$ cat config.mk
export PLATFORM = sky130hd
export DESIGN_NAME = aircon_mode_ctrl_flat
export DESIGN_NICKNAME = d
export VERILOG_FILES = /design/src/rtl/aircon_mode_ctrl_if.sv /design/src/rtl/aircon_mode_ctrl.sv /design/src/flat_wrapper.sv
export SDC_FILE = /design/constraint.sdc
export NUM_CORES = 1
export LEC_CHECK = 0
export CORE_MARGIN = 5
export CORE_UTILIZATION = 30
export DETAILED_ROUTE_END_ITERATION = 10
export PLACE_DENSITY = 0.45
export SETUP_SLACK_MARGIN = 0.5
export SLEW_MARGIN = 10
export SYNTH_ARGS = -nofsm -noshare
export SYNTH_HDL_FRONTEND = slang
export SYNTH_SLANG_ARGS = --single-unit
export TNS_END_PERCENT = 10
$ cat constraint.sdc
create_clock -name Clk_In -period 2.32 [get_ports Clk_In]
set_input_delay 0.464 -clock Clk_In [delete_from_list [all_inputs] [get_ports Clk_In]]
set_output_delay 0.464 -clock Clk_In [all_outputs]
set_load 0.05 [all_outputs]
$ cat src/rtl/aircon_mode_ctrl_if.sv
// Panel bus of the aircon mode controller: raw buttons in, display codes out.
// Pure wiring, no latency of its own.
// No backpressure: outputs are levels plus a one-cycle change strobe.
interface aircon_mode_ctrl_if;
  logic       Power_In;
  logic       Up_In;
  logic       Down_In;
  logic       TurboBtn_In;
  logic [3:0] Thermo_Out;
  logic       Turbo_Out;
  logic       ModeChg_Out;

  // Panel / stimulus side: drives the buttons, watches the display codes.
  modport master (
    output Power_In,
    output Up_In,
    output Down_In,
    output TurboBtn_In,
    input  Thermo_Out,
    input  Turbo_Out,
    input  ModeChg_Out
  );

  // Controller side.
  modport slave (
    input  Power_In,
    input  Up_In,
    input  Down_In,
    input  TurboBtn_In,
    output Thermo_Out,
    output Turbo_Out,
    output ModeChg_Out
  );
endinterface

$ cat src/rtl/aircon_mode_ctrl.sv
// Front-panel mode controller: debounces 4 buttons, runs the fan/cool mode FSM and turbo flag.
// Latency: raw button high from edge N -> outputs update at edge N+DEBOUNCE_CYC+2.
// No backpressure: Thermo_Out/Turbo_Out are levels, ModeChg_Out strobes once per change.
// Optional macro TURBO_TIMEOUT_EN adds a turbo auto-cancel after TURBO_CYC cycles.
module aircon_mode_ctrl #(
  parameter int DEBOUNCE_CYC = 4,
  parameter int TURBO_CYC    = 1000
) (
  input  logic               Clk_In,
  input  logic               Rst_In,
  aircon_mode_ctrl_if.slave  bus
);

  // Debounce counter only needs to reach DEBOUNCE_CYC-1 before the level flips.
  localparam int             DCW     = (DEBOUNCE_CYC > 1) ? $clog2(DEBOUNCE_CYC) : 1;
  localparam logic [DCW-1:0] DB_LAST = DCW'(DEBOUNCE_CYC - 1);

  // Button bit positions inside the conditioning vectors.
  localparam int B_PWR = 0;
  localparam int B_UP  = 1;
  localparam int B_DN  = 2;
  localparam int B_TB  = 3;

  typedef enum logic [2:0] {
    S_OFF,
    S_LOW_FAN,
    S_HIGH_FAN,
    S_LOW_COOL,
    S_HIGH_COOL
  } state_t;

  if (DEBOUNCE_CYC < 1 || TURBO_CYC < 1) begin : g_param_check
    $error("aircon_mode_ctrl: DEBOUNCE_CYC and TURBO_CYC must both be >= 1");
  end

  logic [3:0]     w_raw;
  logic [3:0]     r_sync1;
  logic [3:0]     r_sync2;
  logic [3:0]     r_db;
  logic [3:0]     r_press;
  logic [DCW-1:0] r_db_cnt [4];

  logic           w_pwr;
  logic           w_up;
  logic           w_dn;
  logic           w_tb;
  logic           w_tmo;

  state_t         r_state;
  state_t         w_nxt_state;
  logic           r_turbo;
  logic           w_nxt_turbo;
  logic [3:0]     r_thermo;
  logic           r_modechg;

  // Display code for each mode: one-hot, or all-zero when off.
  function automatic logic [3:0] f_thermo(input state_t s);
    case (s)
      S_LOW_FAN:   return 4'b0001;
      S_HIGH_FAN:  return 4'b0010;
      S_LOW_COOL:  return 4'b0100;
      S_HIGH_COOL: return 4'b1000;
      default:     return 4'b0000;
    endcase
  endfunction

  assign w_raw = {bus.TurboBtn_In, bus.Down_In, bus.Up_In, bus.Power_In};

  // Synchronise raw buttons, debounce them, and strobe a press on each accepted rising level.
  always_ff @(posedge Clk_In) begin
    if (Rst_In) begin
      r_sync1 <= '0;
      r_sync2 <= '0;
      r_db    <= '0;
      r_press <= '0;
      for (int i = 0; i < 4; i++) r_db_cnt[i] <= '0;
    end else begin
      r_sync1 <= w_raw;
      r_sync2 <= r_sync1;
      for (int i = 0; i < 4; i++) begin
        r_press[i] <= 1'b0;
        if (r_sync2[i] != r_db[i]) begin
          if (r_db_cnt[i] == DB_LAST) begin
            r_db[i]     <= r_sync2[i];
            r_db_cnt[i] <= '0;
            // Only the 0->1 level change counts as a press; release is silent.
            r_press[i]  <= r_sync2[i];
          end else begin
            r_db_cnt[i] <= r_db_cnt[i] + 1'b1;
          end
        end else begin
          // Any sample agreeing with the current level restarts the stability count.
          r_db_cnt[i] <= '0;
        end
      end
    end
  end

  assign w_pwr = r_press[B_PWR];
  assign w_up  = r_press[B_UP];
  assign w_dn  = r_press[B_DN];
  assign w_tb  = r_press[B_TB];

`ifdef TURBO_TIMEOUT_EN
  localparam int             TCW     = (TURBO_CYC > 1) ? $clog2(TURBO_CYC) : 1;
  localparam logic [TCW-1:0] TC_LAST = TCW'(TURBO_CYC - 1);

  logic [TCW-1:0] r_tcnt;

  assign w_tmo = r_turbo && (r_tcnt == TC_LAST);

  // Count cycles spent in turbo; any turbo clear (toggle, OFF, timeout) restarts from zero.
  always_ff @(posedge Clk_In) begin
    if (Rst_In) begin
      r_tcnt <= '0;
    end else if (r_turbo && w_nxt_turbo) begin
      r_tcnt <= r_tcnt + 1'b1;
    end else begin
      r_tcnt <= '0;
    end
  end
`else
  assign w_tmo = 1'b0;
`endif

  // Next mode/turbo from accepted presses; power dominates, Up+Down cancel each other.
  always_comb begin
    w_nxt_state = r_state;
    w_nxt_turbo = r_turbo;
    if (w_pwr) begin
      // Turbo press alongside power is dropped; leaving or entering OFF both end with turbo off.
      w_nxt_state = (r_state == S_OFF) ? S_LOW_FAN : S_OFF;
      w_nxt_turbo = 1'b0;
    end else if (r_state != S_OFF) begin
      if (w_up && !w_dn) begin
        case (r_state)
          S_LOW_FAN:  w_nxt_state = S_HIGH_FAN;
          S_HIGH_FAN: w_nxt_state = S_LOW_COOL;
          S_LOW_COOL: w_nxt_state = S_HIGH_COOL;
          default:    w_nxt_state = r_state;
        endcase
      end else if (w_dn && !w_up) begin
        case (r_state)
          S_HIGH_COOL: w_nxt_state = S_LOW_COOL;
          S_LOW_COOL:  w_nxt_state = S_HIGH_FAN;
          S_HIGH_FAN:  w_nxt_state = S_LOW_FAN;
          default:     w_nxt_state = r_state;
        endcase
      end
      // A timeout wins over a same-cycle turbo press so the press cannot re-arm turbo.
      if (w_tmo) begin
        w_nxt_turbo = 1'b0;
      end else if (w_tb) begin
        w_nxt_turbo = ~r_turbo;
      end
    end
  end

  // Mode FSM with registered display outputs and a change strobe aligned to the new values.
  always_ff @(posedge Clk_In) begin
    if (Rst_In) begin
      r_state   <= S_OFF;
      r_turbo   <= 1'b0;
      r_thermo  <= 4'b0000;
      r_modechg <= 1'b0;
    end else begin
      r_state   <= w_nxt_state;
      r_turbo   <= w_nxt_turbo;
      r_thermo  <= f_thermo(w_nxt_state);
      r_modechg <= (w_nxt_state != r_state) || (w_nxt_turbo != r_turbo);
    end
  end

  assign bus.Thermo_Out  = r_thermo;
  assign bus.Turbo_Out   = r_turbo;
  assign bus.ModeChg_Out = r_modechg;

endmodule

$ cat src/flat_wrapper.sv
// flat-port wrapper written by rule: the top's interface ports become plain ports
module aircon_mode_ctrl_flat 
#(
  parameter int DEBOUNCE_CYC = 4,
  parameter int TURBO_CYC    = 1000
)
  (Clk_In, Rst_In, bus_Power_In, bus_Up_In, bus_Down_In, bus_TurboBtn_In, bus_Thermo_Out, bus_Turbo_Out, bus_ModeChg_Out);
  aircon_mode_ctrl_if bus_i ();
  input  logic Clk_In;
  input  logic Rst_In;
  input wire logic [$bits(bus_i.Power_In)-1:0] bus_Power_In;
  input wire logic [$bits(bus_i.Up_In)-1:0] bus_Up_In;
  input wire logic [$bits(bus_i.Down_In)-1:0] bus_Down_In;
  input wire logic [$bits(bus_i.TurboBtn_In)-1:0] bus_TurboBtn_In;
  output wire logic [$bits(bus_i.Thermo_Out)-1:0] bus_Thermo_Out;
  output wire logic [$bits(bus_i.Turbo_Out)-1:0] bus_Turbo_Out;
  output wire logic [$bits(bus_i.ModeChg_Out)-1:0] bus_ModeChg_Out;
  assign bus_i.Power_In = bus_Power_In;
  assign bus_i.Up_In = bus_Up_In;
  assign bus_i.Down_In = bus_Down_In;
  assign bus_i.TurboBtn_In = bus_TurboBtn_In;
  assign bus_Thermo_Out = bus_i.Thermo_Out;
  assign bus_Turbo_Out = bus_i.Turbo_Out;
  assign bus_ModeChg_Out = bus_i.ModeChg_Out;
  aircon_mode_ctrl #(.DEBOUNCE_CYC(DEBOUNCE_CYC), .TURBO_CYC(TURBO_CYC)) u_core (.Clk_In(Clk_In), .Rst_In(Rst_In), .bus(bus_i));
endmodule
======== Word level (Yosys, flattened, before mapping) ========
Memories as Yosys holds them, arrays and structs flattened.
Cells that the tools add are included.
Widths: inputs -> output; s select.
storage, ports and cells
  flip-flop bits (word level) ............. 25
  bits in latches ......................... 0
  bits in writable memories ............... 8
  bits in read-only memories .............. 0
  bits of input ports ..................... 6
  output and inout bits ................... 6
  logic and storage cells ................. 142
  memories kept ........................... 1
operators by class
  add/subtract/negate cells ............... 4
  multipliers ............................. 0
  divide/modulo/power cells ............... 0
  order comparisons ....................... 0
  equality and inequality tests ........... 18
  shifts and indexed selects .............. 0
  multiplexer cells ....................... 69
  bitwise logic cells ..................... 21
  reduce and logical (&&, ||, !) cells .... 15
memory list
  name             depth  bits a word  rd ports  clocked after Yosys merged registers in  write ports  RTL line                source
  u_core.r_db_cnt  4      2            4         0                                        4            aircon_mode_ctrl.sv:41  logic [DCW-1:0] r_db_cnt [4];
operator list
  cell                 count
  $mux 1               50
  $mux 2               12
  $pmux 3 s3           2
  $pmux 4 s4           1
  $eq 3x2->1 const B   4
  $mux 3               4
  $or 1x1->1           12
  $reduce_or 3->1      4
  $not 1->1            9
  $add 2x1->2 const B  4
  $eq 2x2->1 const B   4
  $reduce_and 2->1     4
  $eq 3x1->1 const B   2
  $eq 3x3->1 const B   2
  $ne 1x1->1           5
  $logic_not 3->1      1
  $ne 3x3->1           1
  $reduce_bool 3->1    1
  $logic_and 1x1->1    2
  $logic_not 1->1      2
  $logic_or 1x1->1     1

======== Longest topological paths before layout ========
An unclocked memory read counts as a cell.
  depth after elaboration ................. 9
  gate-level depth with buffers ........... 5
  gate-level depth less buffers ........... 4

======== Worst setup path after synthesis ========
Ideal clock, no wire load.
  path kind ............................... register to register
  start point ............................. register u_core.r_state[2]
  end point ............................... register u_core.r_thermo[3], in the netlist u_core.bus.Thermo_Out[3]
  setup time .............................. 0.115 ns
  arrival ................................. 1.255 ns
  data required time ...................... 2.205 ns
  path slack .............................. 0.949 ns
  cell stages (with the launch flop) ...... 6
  path buffers ............................ 1
  period minus slack after synthesis ...... 1.371 ns
  path through ............................ dfxtp_1 -> buf_6 -> nand2b_1 -> or3_1 -> a31o_2 -> and3_1
between the ends
  longest elaborated chain between the ends .. 8
  elaborated cells on any way between the ends .. 18
  those cells by class .................... eq/ne (8); mux (8); reduce/logical (2)
RTL lines
  what                                      RTL line                                          source
  start: declaration                        aircon_mode_ctrl.sv:49                            state_t r_state;
  start signal: assignment                  aircon_mode_ctrl.sv:167                           r_state <= w_nxt_state;
  $eq 3x2->1 or $eq 3x3->1 (tied branches)  aircon_mode_ctrl.sv:136, aircon_mode_ctrl.sv:143
  $pmux 3 s3                                aircon_mode_ctrl.sv:143                           case (r_state)
  $mux 3                                    aircon_mode_ctrl.sv:142                           end else if (w_dn && !w_up) begin
  $mux 3                                    aircon_mode_ctrl.sv:135                           if (w_up && !w_dn) begin
  $mux 3                                    aircon_mode_ctrl.sv:134                           end else if (r_state != S_OFF) begin
  $mux 3 *                                  aircon_mode_ctrl.sv:130                           if (w_pwr) begin
  $eq 3x3->1, or another cell as far along  aircon_mode_ctrl.sv:58                            case (s)
  $pmux 4 s4 *                              aircon_mode_ctrl.sv:58
  end signal: assignment                    aircon_mode_ctrl.sv:169                           r_thermo <= f_thermo(w_nxt_state);
  end: declaration                          aircon_mode_ctrl.sv:53                            logic [3:0] r_thermo;
Mark *: on every way between the ends. The rest lies on a longest branch, timed or not.
A chain may end at the register's enable or synchronous reset.

======== Final worst setup path ========
  start point ............................. register u_core.r_modechg, in the netlist u_core.bus.ModeChg_Out
  end point ............................... output port bus_ModeChg_Out
RTL lines
  what                      RTL line                 source
  start: declaration        aircon_mode_ctrl.sv:54   logic r_modechg;
  start signal: assignment  aircon_mode_ctrl.sv:170  r_modechg <= (w_nxt_state != r_state) || (w_nxt_turbo != r_turbo);
  end: declaration          flat_wrapper.sv:17       output wire logic [$bits(bus_i.ModeChg_Out)-1:0] bus_ModeChg_Out;
No word-level cell between the ends.

==> summary.txt <==
Setup path
  – WP depth: 1
  – RR Startpoint: u_core.r_press[1]
  – Element type at the critical path end: output port
  – Worst path top cell family by delay: buffers and inverters
  – Worst Setup Start Kind: flop
  – Maximum fanout along the worst path: 1
  – Crit Reg-Reg Endpoint: u_core.bus.Thermo_Out[3]
  – Capture point of the critical path: bus_ModeChg_Out
  – Worst reg2reg path depth: 4
  – Worst path bufs/invs: 1
  – CP max stage delay: 0.79 ns
  – Slowest-stage cell, CP: clkdlybuf4s50_1
  – Critical path class: flop to output port
  – Required @ worst endpoint: 1.86 ns
  – Reg2reg setup slack: 0.78 ns
  – Worst path arrival time: 1.38 ns
  – Crit path from: u_core.bus.ModeChg_Out
  – CP cell instances: clkdlybuf4s50_1

Floorplan
  – Starting density of the core: 30.9%
  – I/O pin count: 12
  – Die width: 77.0 um
  – Die Y-Extent: 77.0 um
  – Die area: 0.00593 mm2
  – Core area: 0.00435 mm2
  – Rows: 24

Clock tree
  – Clk slew on worst S/H paths: approximately 0.07 ns
  – CTS tree: done
  – Total CTS buffers: 5
  – CTS Buffer Depth: 2
  – Clk sinks: 33
  – Worst skew pair latency: 0.28 ns
  – Clock Tree Root: clkbuf_8
  – H-tree Lvls: 2
  – # Post-CTS Setup Buffers: 0

Placed design
  – DPL Wire Length: 1.55 mm
  – Dpl cell area: ~0.0015 mm2
  – I/O Buffers: 11
  – GPL Wtd Cong: 0.742

Logic synthesis
  – Synthesized instance count: 126
  – Synth Flop Type: dfxtp_1
  – Yosys reg bits: 33
  – Post-synth EDFFs: 8
  – Number of library cell types mapped by synthesis: 33
  – Syn. warnings: 0
  – Synth async-reset ratio: 0%
  – Part of the Yosys area used for sequential elements: 55.0%
  – Syn avg cell area: between 10 and 15 um2
  – Post-Synthesis Cell Area: between 0.001 and 0.0015 mm2

Pwr
  – Pwr/cell area: 654 mW/mm2
  – Leak pwr: 0.000628 uW
  – Overall power: between 1000 and 1500 uW
  – Max VDD drop: 350 uV

Timing
  – Tcrit/Tclk final: 79.4%
  – Clock Skew: 0.00250 ns
  – Max Freq: around 0.54 GHz
  – Worst slew margin: 66.6%
  – RSZ-0062 raised after global routing: yes
  – Setup TNS: 0 ns
  – Worst-Margin Slew: ~0.50 ns
  – Final count of pins violating max slew: 0
  – Final hold vios: 0
  – Final setup fails: 0
  – WHS: 0.436 ns
  – Min Clock Period, post-route: 1.84 ns

Drt
  – Residual DRC: 0
  – Vias: 948
  – Total wire length: 2.21 mm
  – Via/cell ratio: approximately 4.7
  – DRT iter0 DRCs: 32
  – Pre-Repair DR Iteration Count: 4
  – Wire per inst: 11.0 um
  – Antenna-violating nets left: 0

Global route
  – Initial antenna violation count: 0
  – Global-route wire length before repair: 3.79 mm
  – Largest net degree at the start of global routing: 22
  – GRT Overall Usage: under 10%
  – Grt total ovfl: 0
  – Vias in the first global route: around 930

Final layout
  – # diodes: 0
  – Share of layout cells above drive strength 1: 8.05%
  – Nets: 158
  – Final core utilization: 37.3%
  – Register area: around 740 um2
  – Final non-filler cell area: 0.00163 mm2
  – Most frequent cells in the layout: dfxtp_1 (25), nor2_1 (16), nor2b_1 (10), clkdlybuf4s50_1 (9)
  – Area Overhead vs Synth: 20.6%
  – Most common cell after layout, fill and taps aside: dfxtp_1
  – Area taken by multi-input logic gates: ~600 um2
  – FILL cells: 424

Job
  – Max cap viols: 0

Min path
  – Hold Path Class: flop to flop

Run status
  – Status: completed
-- how the worst min path moves through the flow --
stage | from | slack [ns] | to | cells past startpoint
detailed placement | u_core.r_sync1[1] | 0.42 | u_core.r_sync2[1] | 1
global placement | u_core.r_sync1[1] | 0.42 | u_core.r_sync2[1] | 1
floorplan | u_core.r_sync1[0] | 0.41 | u_core.r_sync2[0] | 1
CTS | u_core.r_sync1[1] | 0.44 | u_core.r_sync2[1] | 1
finish | u_core.r_sync1[1] | 0.44 | u_core.r_sync2[1] | 1
global route | u_core.r_sync1[2] | 0.46 | u_core.r_sync2[2] | 1
-- repair_timing --
item,4_1_cts,5_1_grt
endpoints found under the setup margin,6,5
gates resized for setup,1,1
hold buffers,0,0
-- area by class of cell --
class / instances / share of cell area (%)
sequential: 33 / 45.6
multi-input combinational: 90 / 36.2
inverter: 5 / 1.15
clock inverter: 3 / 1.08
timing repair buffer: 13 / 7.78
clock buffer: 5 / 4.23
tap: 52 / 4.00
-- cells by family (layout without fill, tap and decap cells) --
group                      Yosys count  in the layout  share of synthesized area (%)
and+or+nand+nor                     55             55                           24.0
DFF                                 33             33                           55.0
AOI/OAI and AO/OA                   13             13                           6.87
buffers and inverters               10             26                           3.34
xor gates and xnor gates             6              6                           3.90
adders and majority gates            4              4                           3.71
muxes                                4              4                           2.97
other                                1              8                          0.278
-- registers in the layout (all words and copies together), names as in the netlist --
signal,flops
u_core.bus.ModeChg_Out,1
u_core.bus.Thermo_Out,4
u_core.bus.Turbo_Out,1
u_core.r_db,4
u_core.r_db_cnt,8
u_core.r_press,4
u_core.r_state,3
u_core.r_sync1,4
u_core.r_sync2,4
-- through the flow --
| stage | std cells | worst slack (ns) |
|---|---|---|
| detailed placement | 193 | 0.586 |
| floorplan | 133 | 0.949 |
| finish | 201 | 0.479 |
| CTS | 201 | 0.454 |
| global placement | 193 | 0.604 |
| global route | 201 | 0.421 |
-- power breakdown --
group	switching, uW	leakage, uW	internal [uW]
Combinational	20.5	0.000299	24.4
Clock	202	0.0000439	207
Sequential	7.18	0.000286	603
-- layer usage --
metal / GRT usage (%) / vias up / wire length, um
li1: - / 469 / -
met4: 4.12 / 0 / 36
met2: 12.5 / 26 / 998
met1: 8.93 / 449 / 1060
met5: 0 / - / 0
met3: 3.98 / 4 / 118
-- synthesized netlist by cell type, types with 2 or more instances --
cell type | instances | share of area, %
nor4bb_1 | 4 | 3.0
nor3b_1 | 2 | 1.1
nand2b_1 | 5 | 2.3
dfxtp_1 | 25 | 37
ha_1 | 4 | 3.7
or3_1 | 7 | 3.2
clkbuf_1 | 3 | 0.84
nor3_1 | 4 | 1.5
mux2i_1 | 4 | 3.0
nand3b_1 | 2 | 1.1
inv_1 | 5 | 1.4
a21oi_1 | 2 | 0.74
o21bai_1 | 2 | 1.1
xnor2_1 | 4 | 2.6
xor2_1 | 2 | 1.3
nor2b_1 | 10 | 4.6
o21ai_0 | 3 | 1.1
nor2_1 | 16 | 4.5
edfxtp_1 | 8 | 18
Note: power is estimated with default switching activity, not from simulation.
